<file path="src/rtl/core_mem_pkg.sv">
// Shared constants and enums for the core memory arbiter: MMIO decode addresses,
// halt token, FSM states and read-owner tags.
package core_mem_pkg;

    localparam logic [31:0] MMIO_HALT_ADDR = 32'hF000_0000;
    localparam logic [31:0] MMIO_SIG_ADDR  = 32'hF000_0004;
    localparam logic [31:0] HALT_TOKEN     = 32'hCAFE_CAFE;

    typedef enum logic { ST_RUN, ST_HALTED } arb_state_t;

    typedef enum logic [1:0] { OWN_NONE, OWN_IMEM, OWN_DMEM } owner_t;

endpackage

</file>
<file path="src/rtl/mem_arb_pick.sv">
// Tie-break between fetch and data requests, one-hot grant {dmem, imem}.
// MEM_ARB_RR_EN selects round-robin on a tie; otherwise dmem wins and last_d is ignored.
module mem_arb_pick
    import core_mem_pkg::*;
(
    input  logic       req_i,
    input  logic       req_d,
    input  logic       last_d,   // 1 = dmem granted most recently
    output logic [1:0] gnt
);

`ifdef MEM_ARB_RR_EN
    always_comb begin
        gnt = 2'b00;
        if (req_i && req_d)
            gnt = last_d ? 2'b01 : 2'b10;
        else if (req_d)
            gnt = 2'b10;
        else if (req_i)
            gnt = 2'b01;
    end
`else
    logic unused_last;
    assign unused_last = last_d;

    always_comb begin
        gnt = 2'b00;
        if (req_d)
            gnt = 2'b10;
        else if (req_i)
            gnt = 2'b01;
    end
`endif

endmodule

</file>
<file path="src/rtl/mem_arbiter.sv">
// Fetch/data arbiter onto one single-port memory, with SIG and HALT MMIO decode.
// Define MEM_ARB_RR_EN for round-robin tie-break; default build gives dmem fixed priority.
module mem_arbiter
    import core_mem_pkg::*;
#(
    parameter int ADDR_W = 32,
    parameter int DATA_W = 32
) (
    input  logic              sysclk,
    input  logic              rst_in,
    input  logic              imem_req,
    input  logic [ADDR_W-1:0] imem_addr,
    output logic              imem_gnt,
    output logic              imem_rvalid,
    output logic [DATA_W-1:0] imem_rdata,
    input  logic              dmem_req,
    input  logic              dmem_we,
    input  logic [ADDR_W-1:0] dmem_addr,
    input  logic [DATA_W-1:0] dmem_wdata,
    output logic              dmem_gnt,
    output logic              dmem_rvalid,
    output logic [DATA_W-1:0] dmem_rdata,
    output logic              mem_en,
    output logic              mem_we,
    output logic [ADDR_W-3:0] mem_addr,
    output logic [DATA_W-1:0] mem_wdata,
    input  logic [DATA_W-1:0] mem_rdata,
    output logic              sig_valid,
    output logic [DATA_W-1:0] sig_data,
    output logic              halted
);

    arb_state_t state_q, state_d;
    owner_t     owner_q;
    logic       last_d_q;
    logic [1:0] pick;
    logic       run, is_halt, is_sig, halt_wr, sig_wr, drop;

    mem_arb_pick u_pick (
        .req_i  (imem_req),
        .req_d  (dmem_req),
        .last_d (last_d_q),
        .gnt    (pick)
    );

    // Reset and HALTED both suppress grants combinationally.
    assign run      = (state_q == ST_RUN) && !rst_in;
    assign imem_gnt = run && pick[0];
    assign dmem_gnt = run && pick[1];

    assign is_halt = (dmem_addr == ADDR_W'(MMIO_HALT_ADDR));
    assign is_sig  = (dmem_addr == ADDR_W'(MMIO_SIG_ADDR));
    assign halt_wr = dmem_gnt && dmem_we && is_halt && (dmem_wdata == DATA_W'(HALT_TOKEN));
    assign sig_wr  = dmem_gnt && dmem_we && is_sig;
    assign drop    = halt_wr || sig_wr;

    assign mem_en    = imem_gnt || (dmem_gnt && !drop);
    assign mem_we    = dmem_gnt && dmem_we && !drop;
    assign mem_addr  = dmem_gnt ? dmem_addr[ADDR_W-1:2] : imem_addr[ADDR_W-1:2];
    assign mem_wdata = dmem_wdata;

    logic unused_imem_lsb;
    assign unused_imem_lsb = ^imem_addr[1:0];

    always_ff @(posedge sysclk or posedge rst_in) begin
        if (rst_in) state_q <= ST_RUN;
        else        state_q <= state_d;
    end

    always_comb begin
        state_d = state_q;
        case (state_q)
            ST_RUN:    if (halt_wr) state_d = ST_HALTED;
            ST_HALTED: state_d = ST_HALTED;
            default:   state_d = ST_RUN;
        endcase
    end

    assign halted = (state_q == ST_HALTED);

    // Memory returns read data one cycle later; remember who asked.
    always_ff @(posedge sysclk or posedge rst_in) begin
        if (rst_in)                    owner_q <= OWN_NONE;
        else if (imem_gnt)             owner_q <= OWN_IMEM;
        else if (dmem_gnt && !dmem_we) owner_q <= OWN_DMEM;
        else                           owner_q <= OWN_NONE;
    end

    assign imem_rvalid = (owner_q == OWN_IMEM);
    assign dmem_rvalid = (owner_q == OWN_DMEM);
    assign imem_rdata  = mem_rdata;
    assign dmem_rdata  = mem_rdata;

`ifdef MEM_ARB_RR_EN
    always_ff @(posedge sysclk or posedge rst_in) begin
        if (rst_in)                    last_d_q <= 1'b0;
        else if (imem_gnt || dmem_gnt) last_d_q <= dmem_gnt;
    end
`else
    assign last_d_q = 1'b0;
`endif

    always_ff @(posedge sysclk or posedge rst_in) begin
        if (rst_in) begin
            sig_valid <= 1'b0;
            sig_data  <= '0;
        end else begin
            sig_valid <= sig_wr;
            if (sig_wr) sig_data <= dmem_wdata;
        end
    end

endmodule

</file>
<file path="config.mk">
export PLATFORM = sky130hd
export DESIGN_NAME = mem_arbiter
export DESIGN_NICKNAME = d
export VERILOG_FILES = /design/src/rtl/core_mem_pkg.sv /design/src/rtl/mem_arb_pick.sv /design/src/rtl/mem_arbiter.sv
export SDC_FILE = /design/constraint.sdc
export NUM_CORES = 1
export LEC_CHECK = 0
export CORE_AREA = 2 2 116 118
export CTS_CLUSTER_DIAMETER = 30
export DETAILED_ROUTE_END_ITERATION = 8
export DIE_AREA = 0 0 118 120
export GPL_ROUTABILITY_DRIVEN = 0
export PLACE_DENSITY = 0.6
export SYNTH_ARGS = -nofsm -noshare
export SYNTH_HDL_FRONTEND = slang
export SYNTH_SLANG_ARGS = --single-unit
</file>
<file path="constraint.sdc">
create_clock -name sysclk -period 3.8 [get_ports sysclk]
set_input_delay 0.76 -clock sysclk [delete_from_list [all_inputs] [get_ports sysclk]]
set_output_delay 0.76 -clock sysclk [all_outputs]
set_load 0.01 [all_outputs]
</file>
==> results of run 1 <==
[cells in the mapped netlist]
cell type  instances
buf_4             96
nand2_1           89
dfrtp_1           36
mux2_4            29
clkbuf_1           6
nor4_1             6
nand4_1            5
buf_6              3
mux2_2             3
nor2_1             3
nor2b_1            3
and4b_1            2
inv_1              2
nand4bb_1          2
nor3_1             2
nor4b_1            2
a21o_1             1
inv_2              1
nand2_2            1
nand3_1            1
nand3b_1           1
nor4_4             1
nor4b_2            1
o21a_1             1
o21ai_0            1
o21bai_1           1
or4_1              1
[sequential cells by signal, indices dropped and copies added (netlist names)]
register and cells:
sig_data 32, owner_q 2, halted 1, sig_valid 1
[critical path: stages]
cell	delay (ns)
clkdlybuf4s50_1	0.42
nand4bb_1	0.24
or4_4	0.52
nor4_2	0.29
buf_4	0.16
o21a_1	0.13
o21bai_1	0.06
dlygate4sd2_1	0.30
[routing by layer]
layer / routed length, um / up-vias / share of wire (%) / GRT usage, %
li1: - / 1123 / - / -
met1: 3760 / 1124 / 39 / 14.8
met2: 4730 / 177 / 49 / 22.5
met3: 1140 / 11 / 12 / 6.75
met4: 68 / 0 / 0.70 / 2.48
met5: 0 / - / 0 / 0
[kinds of logic after synthesis]
group | share of synthesized area (%)
mux | 17.1
compound gates | 1.00
buf+inv | 28.6
simple gates | 20.6
flops | 32.7
[path summary, 6_finish.rpt]
check,startpoint,to,slack [ns],cells after the start
min in group asynchronous,rst_in,owner_q[0],0.71,2
max in group asynchronous,rst_in,sig_valid,2.45,3
hold reg to reg,sig_data[19],sig_data[19],0.51,1
hold / removal,sig_data[19],sig_data[19],0.51,1
setup reg to reg,halted,sig_data[21],1.84,7
setup / recovery,dmem_wdata[0],mem_en,0.15,8
[report_power, final]
part	switching [mW]	internal, mW
registers	0.000324	0.384
clock network	0.158	0.345
logic	0.121	0.192
[cells in the final DEF (no fill, tap or decap), types with 2 or more instances in the layout]
cell type	count
clkdlybuf4s50_1	198
nand2_1	89
dfrtp_1	36
mux2_4	29
buf_4	19
nor4_1	5
nand4_1	5
clkbuf_16	5
nor2_1	3
nor2b_1	3
mux2_2	3
inv_1	2
nor3_1	2
and4b_1	2
nor4b_1	2
nand4bb_1	2
clkbuf_8	2
dlygate4sd2_1	2
[metrics by stage]
step	TNS, ns	total power, mW
2_1_floorplan	0	0.559
3_3_place_gp	-0.221	0.705
3_5_place_dp	-0.423	0.706
4_1_cts	0	1.22
5_1_grt	0	1.26
6_report	0	1.20
[area by class of cell]
class / count / area, um2
inverter: 3 / 11.3
tap: 176 / 220
timing repair buffer: 220 / 2160
fill: 1348 / 8430
clock inverter: 1 / 30.0
clock buffer: 7 / 153
sequential: 36 / 901
multi-input combinational: 156 / 1070
[repair_timing]
action / in CTS / in global routing
hold buffers: 0 / 0
endpoints found under the setup margin: 2 / 0
resized for setup: 4 / 0
==> impl_metrics.ini, run 1 <==
[outcome]
status = finished clean

[drt]
wire_per_inst_um = 16.2
num_vias = 2435
drc = 0
ant_nets = 0
vias_per_cell = 4.07
drt_iter0_drc = 34
drt-total-wl_mm = 9.70
dr.pass1.iters = 4

[grt]
grt_usage_pct = 13.2
first_global_vias = 2552
grt_start_max_net_pins = 35
grt_overflow_total = 0
antenna_found_initial = 0
grt_pass1_wl_mm = 14.6

[cts]
post-cts-setup-buffers = 0
path_clk_slew_ns = 0.06
cts_tree = done
cts_htree_levels = 2
cts_made_buffers = 5
clock_latency_ns = 0.28
cts_sinks = 36
root_buffer = clkbuf_16
clockBufferDepth = 2

[logic_synthesis]
syn_inst = 300
synth_cell_type_count = 27
yosysWarnings = 0
ys_seq_area_share_pct = 32.7
netlist_area_um2 = 2750
syn-num-nets = 433
yosysTopAreaCellShare_pct = 32.7
synth.avg_cell_area_um2 = 9.17
synth_area_leaders = dfrtp_1 33%, buf_4 26%, mux2_4 16%, nand2_1 12%, nor4_1 1.4%
ys_ff_latch = 36
yosys.area.top_type = dfrtp_1

[floorplan]
rows = 42
start_util_pct = 21.2
num_io_pins = 299
die_height_um = 120
die_w_um = 118
die-area_um2 = 14200
core_um2 = 13000

[setup_path]
endpoint_kind = primary output
critical_path_class = in2out
cp_max_fo = 2
critPathArrivalTime_ns = 2.89
worstSetupStartpointType = input pin
crit_required_ns = 3.04

[timing]
maxSlewHeadroom_pct = 57.0
fin_crit_ns = 3.65
period_share_pct = 96.0
setup_violations = 0
worst_pin_slew_ns = 0.636
worst_hold_slack_ns = 0.508
max_freq_mhz = 274
fin_skew_ns = 0.00498
rsz0062_at_grt = no
final_hold_viol_count = 0
maxSlewViolCount = 0
fin_ws_ns = 0.154

[placement]
io_buffers = 200
placed_area_um2 = 4360
dp.cells = 591
pre_cts_slack_ns = -0.222
place_hpwl_mm = 8.07

[finish]
fin_nets = 555
fin_cells = 599
synthToLayoutAreaGrowth_pct = 65.3
diodes = 0
stdcell_area_um2 = 4550
drive_gt1_share_pct = 15.6
fin_util_pct = 35.0

[power_and_ir_drop]
power_density_nw_per_um2 = 264
ir_drop_v = 0.000213
p_leak_nw = 2.00

[flow_run]
max_cap_violations = 0

[min_path]
min_path_type = reg2reg
(Power assumes the default switching activity.)
==> run 2: changes to the inputs <==
- DONT_BUFFER_PORTS: default -> 1
- PLACE_DENSITY: 0.6 -> 0.3
==> run 2 against run 1 <==
  * Hold slack worse by 0.24 ns
  * Register-to-register slack worse by 0.21 ns
  * Clock power down 15%
  * Sequential cell count unchanged
  * Clock skew up 0.0030 ns
  * Cell area down 48%
  * Maximum frequency up 18%
  * Die area unchanged
==> impl_metrics.ini, run 2 (synthesis results as in run 1) <==
[outcome]
status = finished clean

[cts]
cts_made_buffers = 5
cts_tree = done
post-cts-setup-buffers = 0
cts_sinks = 36
cts_hold_buf = 0
clockBufferDepth = 2
cts_resized = 0
path_clk_slew_ns = 0.06
root_buffer = clkbuf_16
clock_latency_ns = 0.28
cts_htree_levels = 2

[finish]
largest_reg_flops = 32
multi_input_area_um2 = 1060
fin_nets = 340
top_register = sig_data
fillCellCount = 1464
diodes = 0
fin_util_pct = 18.4
register_area_um2 = 901
drive_gt1_share_pct = 23.6
final_cell_mix = 89 x nand2_1, 36 x dfrtp_1, 29 x mux2_4
layout_commonest_cell = nand2_1
synthToLayoutAreaGrowth_pct = -13.3
top_regs = sig_data (32), owner_q (2)
fin_cells = 384

[timing]
final_hold_viol_count = 0
fin_crit_ns = 3.10
worst_pin_slew_ns = 0.596
fin_skew_ns = 0.00798
tns_ns = 0
setup_violations = 0
period_share_pct = 81.5
max_freq_mhz = 323
maxSlewHeadroom_pct = 59.9
rsz0062_at_grt = no
maxSlewViolCount = 0

[grt]
first_global_vias = 1752
antenna_found_initial = 0
grt_start_max_net_pins = 34
grt_overflow_total = 0
grt_usage_pct = 11.4
grt_pass1_wl_mm = 11.8

[flow_run]
max_cap_violations = 0

[floorplan]
core_um2 = 13000
start_util_pct = 21.2
die-area_um2 = 14200
die_w_um = 118
num_io_pins = 299
rows = 42
die_height_um = 120

[setup_path]
cp_max_fo = 3
max_stage_delay_ns = 0.57
critPathArrivalTime_ns = 2.34
path_cells = nand4bb_1 > or4_1 > nor4_1 > o21a_1 > o21bai_1
r2r_slack_ns = 1.63
crit_required_ns = 3.04
worstSetupStartpointType = input pin
r2r_end = sig_data[19]
reg2reg_depth = 7
crit_start = dmem_wdata[0]
r2r-start = halted
critical_path_class = in2out
endpoint_kind = primary output
crit_slowest_cell = nor4_1

[drt]
vias_per_cell = 4.17
ant_nets = 0
dr.pass1.iters = 4
drt-total-wl_mm = 8.31
num_vias = 1600
drt_iter0_drc = 46
wire_per_inst_um = 21.6
drc = 0

[power_and_ir_drop]
p_leak_nw = 1.15
ir_drop_v = 0.000121
power_density_nw_per_um2 = 376

[placement]
place_hpwl_mm = 6.92
io_buffers = 0
dp.cells = 376

[min_path]
min_path_type = in2async
[run 2: changes by cell type in the layout (fill, tap and decap cells not counted), sizes merged]
cell / previous run / this run
clkinv: 0 / 1
bufinv: 1 / 0
clkbuf: 7 / 6
buf: 20 / 5
dlygate4sd2: 2 / 0
inv: 3 / 4
clkdlybuf4s50: 198 / 0
[run 2: power by group]
| group | internal, mW | leakage [nW] | switching (mW) | total (mW) |
|---|---|---|---|---|
| combinational | 0.0213 | 0.567 | 0.0655 | 0.0868 |
| clock | 0.262 | 0.0772 | 0.164 | 0.426 |
| sequential | 0.384 | 0.502 | 0.000410 | 0.385 |
[run 2: how the worst max path moves through the flow]
stage                   to  depth (start not counted)
finish              mem_en                          5
global route        mem_en                          5
CTS                 mem_en                          5
detailed placement  mem_en                          5
global placement    mem_en                          5
floorplan           mem_en                          5
[run 2: layout make-up]
type	instances	share of cell area [%]
clock inverters	2	0.577
clock buffers	6	5.82
well taps	176	9.23
inverters	3	0.472
flip-flops and latches	36	37.8
multi-input cells	156	44.5
repair buffers	5	1.57
[run 2: per-layer routing]
layer | global-route usage [%] | wire length (um)
met2 | 19.5 | 4130
met4 | 3.99 | 170
met1 | 11.1 | 2770
met5 | 0 | 0
met3 | 7.51 | 1230
[run 2: worst max-delay path, delay by kind of cell]
| kind | cells | cell delay [ns] |
|---|---|---|
| simple gates | 3 | 1.25 |
| compound gates | 2 | 0.32 |
[run 2: per-stage QoR]
stage               hold slack [ns]  setup slack [ns]  power (mW)  instance area (um2)
floorplan                     0.529              1.08       0.559                 2750
global placement              0.570             0.681       0.482                 2230
detailed placement            0.568             0.632       0.482                 2230
CTS                           0.263             0.632       0.920                 2380
global route                  0.271             0.565       0.943                 2380
finish                        0.263             0.702       0.897                 2380
